==> src/rtl/tempsens_meas_scheduler_if.sv <==
// UART-side byte link of the temperature-sensor measurement scheduler:
// command bytes in from the receiver, result bytes out to the transmitter.
interface tempsens_meas_scheduler_if;
  logic       rx_ready;
  logic [7:0] rx_data;
  logic       tx_start;
  logic [7:0] tx_data;
  logic       tx_busy;

  // master: the UART side; slave: the scheduler
  modport master (output rx_ready, output rx_data, output tx_busy,
                  input tx_start, input tx_data);
  modport slave  (input rx_ready, input rx_data, input tx_busy,
                  output tx_start, output tx_data);
endinterface

==> src/rtl/tempsens_meas_scheduler.sv <==
// Ring-oscillator temperature measurement scheduler: gates the oscillator, averages
// 2^LOG2_SAMPLES counter readings and ships the 16-bit result over the UART.
module tempsens_meas_scheduler #(
  parameter int         WIDTH        = 16,
  parameter int         GATE_CYCLES  = 1000,
  parameter int         LOG2_SAMPLES = 3,
  parameter logic [7:0] CMD_MEAS     = 8'h4D,
  parameter logic [7:0] CMD_CONT     = 8'h43,
  parameter logic [7:0] CMD_STOP     = 8'h53
) (
  input  logic                      clk,
  input  logic                      reset,
  tempsens_meas_scheduler_if.slave  uart,
  input  logic [WIDTH-1:0]          count,
  output logic                      osc_en,
  output logic                      cnt_clr,
  output logic [WIDTH-1:0]          result,
  output logic                      result_valid,
  output logic                      busy
);

  localparam int AW = WIDTH + LOG2_SAMPLES;
  localparam int IW = (LOG2_SAMPLES > 0) ? LOG2_SAMPLES : 1;
  localparam int GW = $clog2(GATE_CYCLES + 1);
  localparam logic [IW-1:0] IDX_LAST = IW'((1 << LOG2_SAMPLES) - 1);

  typedef enum logic [3:0] {
    IDLE, CLEAR, GATE, SETTLE, CAPTURE, AVG, SEND_LO, WAIT_LO, SEND_HI, WAIT_HI
  } state_t;

  state_t           state_reg;
  logic [AW-1:0]    acc_reg;
  logic [IW-1:0]    idx_reg;
  logic [GW-1:0]    gate_cnt_reg;
  logic [1:0]       wait_cnt_reg;
  logic             seen_busy_reg;
  logic             cont_reg;
  logic             osc_en_reg;
  logic             cnt_clr_reg;
  logic             tx_start_reg;
  logic [7:0]       tx_data_reg;
  logic [WIDTH-1:0] result_reg;
  logic             result_valid_reg;

  logic          cmd_meas, cmd_cont, cmd_stop, cont_eff, wait_done;
  logic [AW-1:0] acc_sum;

  assign cmd_meas = uart.rx_ready && (uart.rx_data == CMD_MEAS);
  assign cmd_cont = uart.rx_ready && (uart.rx_data == CMD_CONT);
  assign cmd_stop = uart.rx_ready && (uart.rx_data == CMD_STOP);
  // A STOP arriving in the last WAIT_HI cycle must already suppress the restart.
  assign cont_eff = cont_reg && !cmd_stop;
  assign acc_sum  = acc_reg + AW'(count);
  // Byte done once busy was seen high then low, or busy never rose within 2 cycles.
  assign wait_done = !uart.tx_busy && (seen_busy_reg || (wait_cnt_reg == 2'd2));

  always_ff @(posedge clk or negedge reset) begin
    if (!reset) begin
      state_reg        <= IDLE;
      acc_reg          <= '0;
      idx_reg          <= '0;
      gate_cnt_reg     <= '0;
      wait_cnt_reg     <= '0;
      seen_busy_reg    <= 1'b0;
      cont_reg         <= 1'b0;
      osc_en_reg       <= 1'b0;
      cnt_clr_reg      <= 1'b0;
      tx_start_reg     <= 1'b0;
      tx_data_reg      <= '0;
      result_reg       <= '0;
      result_valid_reg <= 1'b0;
    end else begin
      cnt_clr_reg      <= 1'b0;
      tx_start_reg     <= 1'b0;
      result_valid_reg <= 1'b0;
      if (cmd_stop) cont_reg <= 1'b0;

      case (state_reg)
        IDLE: begin
          if (cmd_meas || cmd_cont) begin
            state_reg   <= CLEAR;
            acc_reg     <= '0;
            idx_reg     <= '0;
            cnt_clr_reg <= 1'b1;
            if (cmd_cont) cont_reg <= 1'b1;
          end
        end
        CLEAR: begin
          state_reg    <= GATE;
          gate_cnt_reg <= '0;
          osc_en_reg   <= 1'b1;
        end
        GATE: begin
          if (gate_cnt_reg == GW'(GATE_CYCLES - 1)) begin
            state_reg    <= SETTLE;
            osc_en_reg   <= 1'b0;
            gate_cnt_reg <= '0;
          end else begin
            gate_cnt_reg <= gate_cnt_reg + 1'b1;
          end
        end
        SETTLE: begin
          if (gate_cnt_reg == GW'(1)) state_reg <= CAPTURE;
          else                        gate_cnt_reg <= gate_cnt_reg + 1'b1;
        end
        CAPTURE: begin
          acc_reg <= acc_sum;
          if (idx_reg == IDX_LAST) begin
            // result is loaded here so it is already valid during the AVG pulse
            state_reg        <= AVG;
            result_reg       <= WIDTH'(acc_sum >> LOG2_SAMPLES);
            result_valid_reg <= 1'b1;
          end else begin
            state_reg   <= CLEAR;
            idx_reg     <= idx_reg + 1'b1;
            cnt_clr_reg <= 1'b1;
          end
        end
        AVG: begin
          state_reg   <= SEND_LO;
          tx_data_reg <= result_reg[7:0];
        end
        SEND_LO, SEND_HI: begin
          if (!uart.tx_busy) begin
            state_reg     <= (state_reg == SEND_LO) ? WAIT_LO : WAIT_HI;
            tx_start_reg  <= 1'b1;
            seen_busy_reg <= 1'b0;
            wait_cnt_reg  <= '0;
          end
        end
        WAIT_LO, WAIT_HI: begin
          if (wait_done) begin
            if (state_reg == WAIT_LO) begin
              state_reg   <= SEND_HI;
              tx_data_reg <= result_reg[15:8];
            end else if (cont_eff) begin
              state_reg   <= CLEAR;
              acc_reg     <= '0;
              idx_reg     <= '0;
              cnt_clr_reg <= 1'b1;
            end else begin
              state_reg <= IDLE;
            end
          end else begin
            if (uart.tx_busy)          seen_busy_reg <= 1'b1;
            if (wait_cnt_reg != 2'd2)  wait_cnt_reg  <= wait_cnt_reg + 1'b1;
          end
        end
        default: state_reg <= IDLE;
      endcase
    end
  end

  assign osc_en        = osc_en_reg;
  assign cnt_clr       = cnt_clr_reg;
  assign result        = result_reg;
  assign result_valid  = result_valid_reg;
  assign busy          = (state_reg != IDLE);
  assign uart.tx_start = tx_start_reg;
  assign uart.tx_data  = tx_data_reg;

endmodule

==> src/flat_wrapper.sv <==
// flat-port wrapper written by rule: the top's interface ports become plain ports
module tempsens_meas_scheduler_flat 
#(
  parameter int         WIDTH        = 16,
  parameter int         GATE_CYCLES  = 1000,
  parameter int         LOG2_SAMPLES = 3,
  parameter logic [7:0] CMD_MEAS     = 8'h4D,
  parameter logic [7:0] CMD_CONT     = 8'h43,
  parameter logic [7:0] CMD_STOP     = 8'h53
)
  (clk, reset, count, osc_en, cnt_clr, result, result_valid, busy, uart_rx_ready, uart_rx_data, uart_tx_busy, uart_tx_start, uart_tx_data);
  tempsens_meas_scheduler_if uart_i ();
  input  logic clk;
  input  logic reset;
  input  logic [WIDTH-1:0] count;
  output logic osc_en;
  output logic cnt_clr;
  output logic [WIDTH-1:0] result;
  output logic result_valid;
  output logic busy;
  input wire logic [$bits(uart_i.rx_ready)-1:0] uart_rx_ready;
  input wire logic [$bits(uart_i.rx_data)-1:0] uart_rx_data;
  input wire logic [$bits(uart_i.tx_busy)-1:0] uart_tx_busy;
  output wire logic [$bits(uart_i.tx_start)-1:0] uart_tx_start;
  output wire logic [$bits(uart_i.tx_data)-1:0] uart_tx_data;
  assign uart_i.rx_ready = uart_rx_ready;
  assign uart_i.rx_data = uart_rx_data;
  assign uart_i.tx_busy = uart_tx_busy;
  assign uart_tx_start = uart_i.tx_start;
  assign uart_tx_data = uart_i.tx_data;
  tempsens_meas_scheduler #(.WIDTH(WIDTH), .GATE_CYCLES(GATE_CYCLES), .LOG2_SAMPLES(LOG2_SAMPLES), .CMD_MEAS(CMD_MEAS), .CMD_CONT(CMD_CONT), .CMD_STOP(CMD_STOP)) u_core (.clk(clk), .reset(reset), .uart(uart_i), .count(count), .osc_en(osc_en), .cnt_clr(cnt_clr), .result(result), .result_valid(result_valid), .busy(busy));
endmodule
==> config.mk <==
export PLATFORM = sky130hd
export DESIGN_NAME = tempsens_meas_scheduler_flat
export DESIGN_NICKNAME = d
export VERILOG_FILES = /design/src/rtl/tempsens_meas_scheduler_if.sv /design/src/rtl/tempsens_meas_scheduler.sv /design/src/flat_wrapper.sv
export SDC_FILE = /design/constraint.sdc
export NUM_CORES = 1
export LEC_CHECK = 0
export CELL_PAD_IN_SITES_DETAIL_PLACEMENT = 2
export CELL_PAD_IN_SITES_GLOBAL_PLACEMENT = 2
export CORE_UTILIZATION = 37
export CTS_CLUSTER_SIZE = 40
export DETAILED_ROUTE_END_ITERATION = 10
export PLACE_DENSITY = 0.86
export REMOVE_ABC_BUFFERS = 1
export SETUP_SLACK_MARGIN = 0.05
export SYNTH_ARGS = -nofsm -noshare
export SYNTH_HDL_FRONTEND = slang
export SYNTH_SLANG_ARGS = --single-unit
==> constraint.sdc <==
create_clock -name clk -period 5.3 [get_ports clk]
set_clock_uncertainty 0.1 [all_clocks]
set_input_delay 1.06 -clock clk [delete_from_list [all_inputs] [get_ports clk]]
set_output_delay 1.06 -clock clk [all_outputs]
set_load 0.05 [all_outputs]
==> impl_metrics.ini <==
[status]
status = completed

[power_and_ir_drop]
p_seq_frac = 0.288
power_switching_w = 0.00159
pwr-share-clk = 0.156
combPwrFrac = 0.555
ir_worst_vdd_v = 0.000243
powerDensity_nw_per_um2 = 652
sw_frac_of_total = 0.496
power.internal_w = 0.00162
p_leak_nw = 2.22
finalPower_w = 0.00322

[place]
port_buffers = 56
gp_congestion = 0.866
hpwlAfterDp_um = 9460
dp.cells = 602

[clocking]
cts_sinks = 68
clock_latency_ps = 350
cts_hold_buf = 0
post_cts_buffers = 0
clkTransAtPathRegs_ps = 80
cts_inserted_buffers = 9
clk_path_buf_depth = 2
cts_max_level = 3
ctsResizeCount = 0
cts_tree = yes
cts-root-buf = clkbuf_8

[global_routing]
grt_first_pass_wirelength_um = 22800
gr-usage-all-layers = 0.260
grt_start_max_net_pins = 54
grt_pass1_vias = 4192
antenna_found_initial = 0
overflow = 0

[timing]
fin_crit_sh = 0.669
slew_violations = 0
rsz0062_at_grt = no
fmax_mhz = 282
hold_viol_final = 0
worst_slew_pin_slew_ps = 1060
whs_ps = 399
setup_viol = 0
maxSlewHeadroom = 0.290
layout_min_cycle_time_ps = 3550
fin_tns_setup_ps = 0

[detailed_routing]
wl_per_cell_um = 22.6
ant_nets = 0
viasPerCell = 5.99
drc = 0
wirelength_um = 14000
dr.pass1.iters = 4
num_vias = 3702
drt_iter0_drc = 191

[worst_hold_path]
min_path_type = register to register
min_delay_path_depth = 1

[synthesis]
synth_area_sq_um = 4080
yosysWarnings = 0
yosys-top-cells-count = dfrtp_1 (68), nand2_1 (38), o21ai_0 (35)
ys_ff_latch = 68
syn_inst = 430
netlist_top_cells_area = dfrtp_1 (42%), ha_1 (6.4%), o21ai_0 (4.3%), nand2_1 (3.5%), a21oi_1 (2.9%)
synth_top_area_share = 0.417
synth_ff_type = dfrtp_1
synth_edf_count = 0
synth_seq_area_share = 0.417
yosys.area.top_type = dfrtp_1
syn_avg_cell_area_sq_um = 9.50
ys_types = 61
yosysMostFrequentCell = dfrtp_1
async_flop_share = 1.00

[setup_path]
cpPeakStageDelay_ps = 730
critPathLaunchType = register
r2r_cells = 8
rrSetupSlack_ps = 1760
critical_path_class = register to output pin
critPathLaunch = u_core.state_reg[1]$_DFFE_PN0P_
required_ps = 4140
critPathSlowestCell = clkdlybuf4s50_1
r2r-end = u_core.result[14]$_DFFE_PN0P_
critPathCaptureType = output pin
path_cells = nor4_1, inv_1, clkdlybuf4s50_1
r2r-start = u_core.state_reg[3]$_DFFE_PN0P_
worstPathArrival_ps = 2390
crit_end = busy
worstPathMaxFanout = 16

[run]
cap_violations = 0

[cells_and_area]
layout-drive-gt1-share = 0.0809
nets = 527
post-route-util = 0.470
diodes = 0
fin_cells = 618
largest_register_ffs = 19
syn_to_final_growth_pct = 20.8

[die]
die_area_sq_um = 11500
num_io_pins = 57
core_area_sq_um = 10500
num_rows = 37
die_w_um = 107
initial_core_util = 0.389
fp.dieH_um = 107
-- power groups by stage --
stage | clock network, W | logic [W] | registers (W)
3_5_place_dp | 0 | 0.00174 | 0.000919
3_3_place_gp | 0 | 0.00166 | 0.000905
2_1_floorplan | 0 | 0.000933 | 0.00112
4_1_cts | 0.000513 | 0.00179 | 0.000924
5_1_grt | 0.000533 | 0.00193 | 0.000949
6_report | 0.000504 | 0.00179 | 0.000927
-- worst max-delay path, delay by kind of cell (launching register included) --
| kind | cells | cell delay [ps] |
|---|---|---|
| buf+inv | 2 | 860 |
| simple gates | 1 | 590 |
| flops | 1 | 580 |
-- worst min path at each step --
| stage | start | to | slack, ps |
|---|---|---|---|
| finish | u_core.acc_reg[12]$_DFFE_PN0P_ | u_core.acc_reg[12]$_DFFE_PN0P_ | 400 |
| floorplan | u_core.seen_busy_reg$_DFFE_PN0P_ | u_core.seen_busy_reg$_DFFE_PN0P_ | 350 |
| global placement | u_core.seen_busy_reg$_DFFE_PN0P_ | u_core.seen_busy_reg$_DFFE_PN0P_ | 370 |
| detailed placement | u_core.acc_reg[12]$_DFFE_PN0P_ | u_core.acc_reg[12]$_DFFE_PN0P_ | 390 |
| global route | u_core.acc_reg[12]$_DFFE_PN0P_ | u_core.acc_reg[12]$_DFFE_PN0P_ | 430 |
| CTS | u_core.acc_reg[12]$_DFFE_PN0P_ | u_core.acc_reg[12]$_DFFE_PN0P_ | 410 |
-- metrics by stage --
step,area (sq um),setup slack [ps]
3_5_place_dp,4710,1460
5_1_grt,4930,1470
3_3_place_gp,4710,1570
6_report,4930,1750
4_1_cts,4930,1700
2_1_floorplan,3960,2370
-- layout by cell type, fill, tap and decap left out, types with 4 or more instances in the layout --
master and instances:
and3_1 5, a22o_1 11, mux2i_1 10, o2111ai_1 5
xnor2_1 9, o21a_1 6, dfrtp_1 68, nor2_1 29
nand2_1 38, clkdlybuf4s50_1 55, inv_1 13, a21oi_1 24
nand4_1 8, o21ai_0 35, a211oi_1 4, mux2_2 8
ha_1 21, o211ai_1 6, clkbuf_8 10, nand3_1 13
a21o_1 12, o31ai_1 6, a31oi_1 11, nor3_1 10
nand2b_1 6
-- kinds of logic after synthesis --
logic type / count (synthesis) / share of synthesized area
AOI/OAI and AO/OA: 145 / 0.243
xor gates and xnor gates: 11 / 0.0236
adders and majority gates: 22 / 0.0692
buffers and inverters: 37 / 0.0429
DFF: 68 / 0.417
muxes: 19 / 0.0502
and+or+nand+nor: 128 / 0.154
-- layout make-up --
cell class / count / area [sq um]
Clock buffer: 11 / 141
Clock inverter: 5 / 83.8
Fill cell: 1144 / 5570
Inverter: 14 / 52.6
Multi-Input combinational cell: 325 / 2210
Sequential cell: 68 / 1700
Tap cell: 136 / 170
Timing Repair Buffer: 59 / 578
-- metal layers --
layer | GRT usage | vias up | wire, um
met2 | 0.457 | 79 | 7120
met1 | 0.317 | 1909 | 5900
li1 | - | 1684 | -
met4 | 0.109 | 0 | 416
met3 | 0.0389 | 30 | 539
met5 | 0 | - | 0
Power figures use the tool's default switching activity.
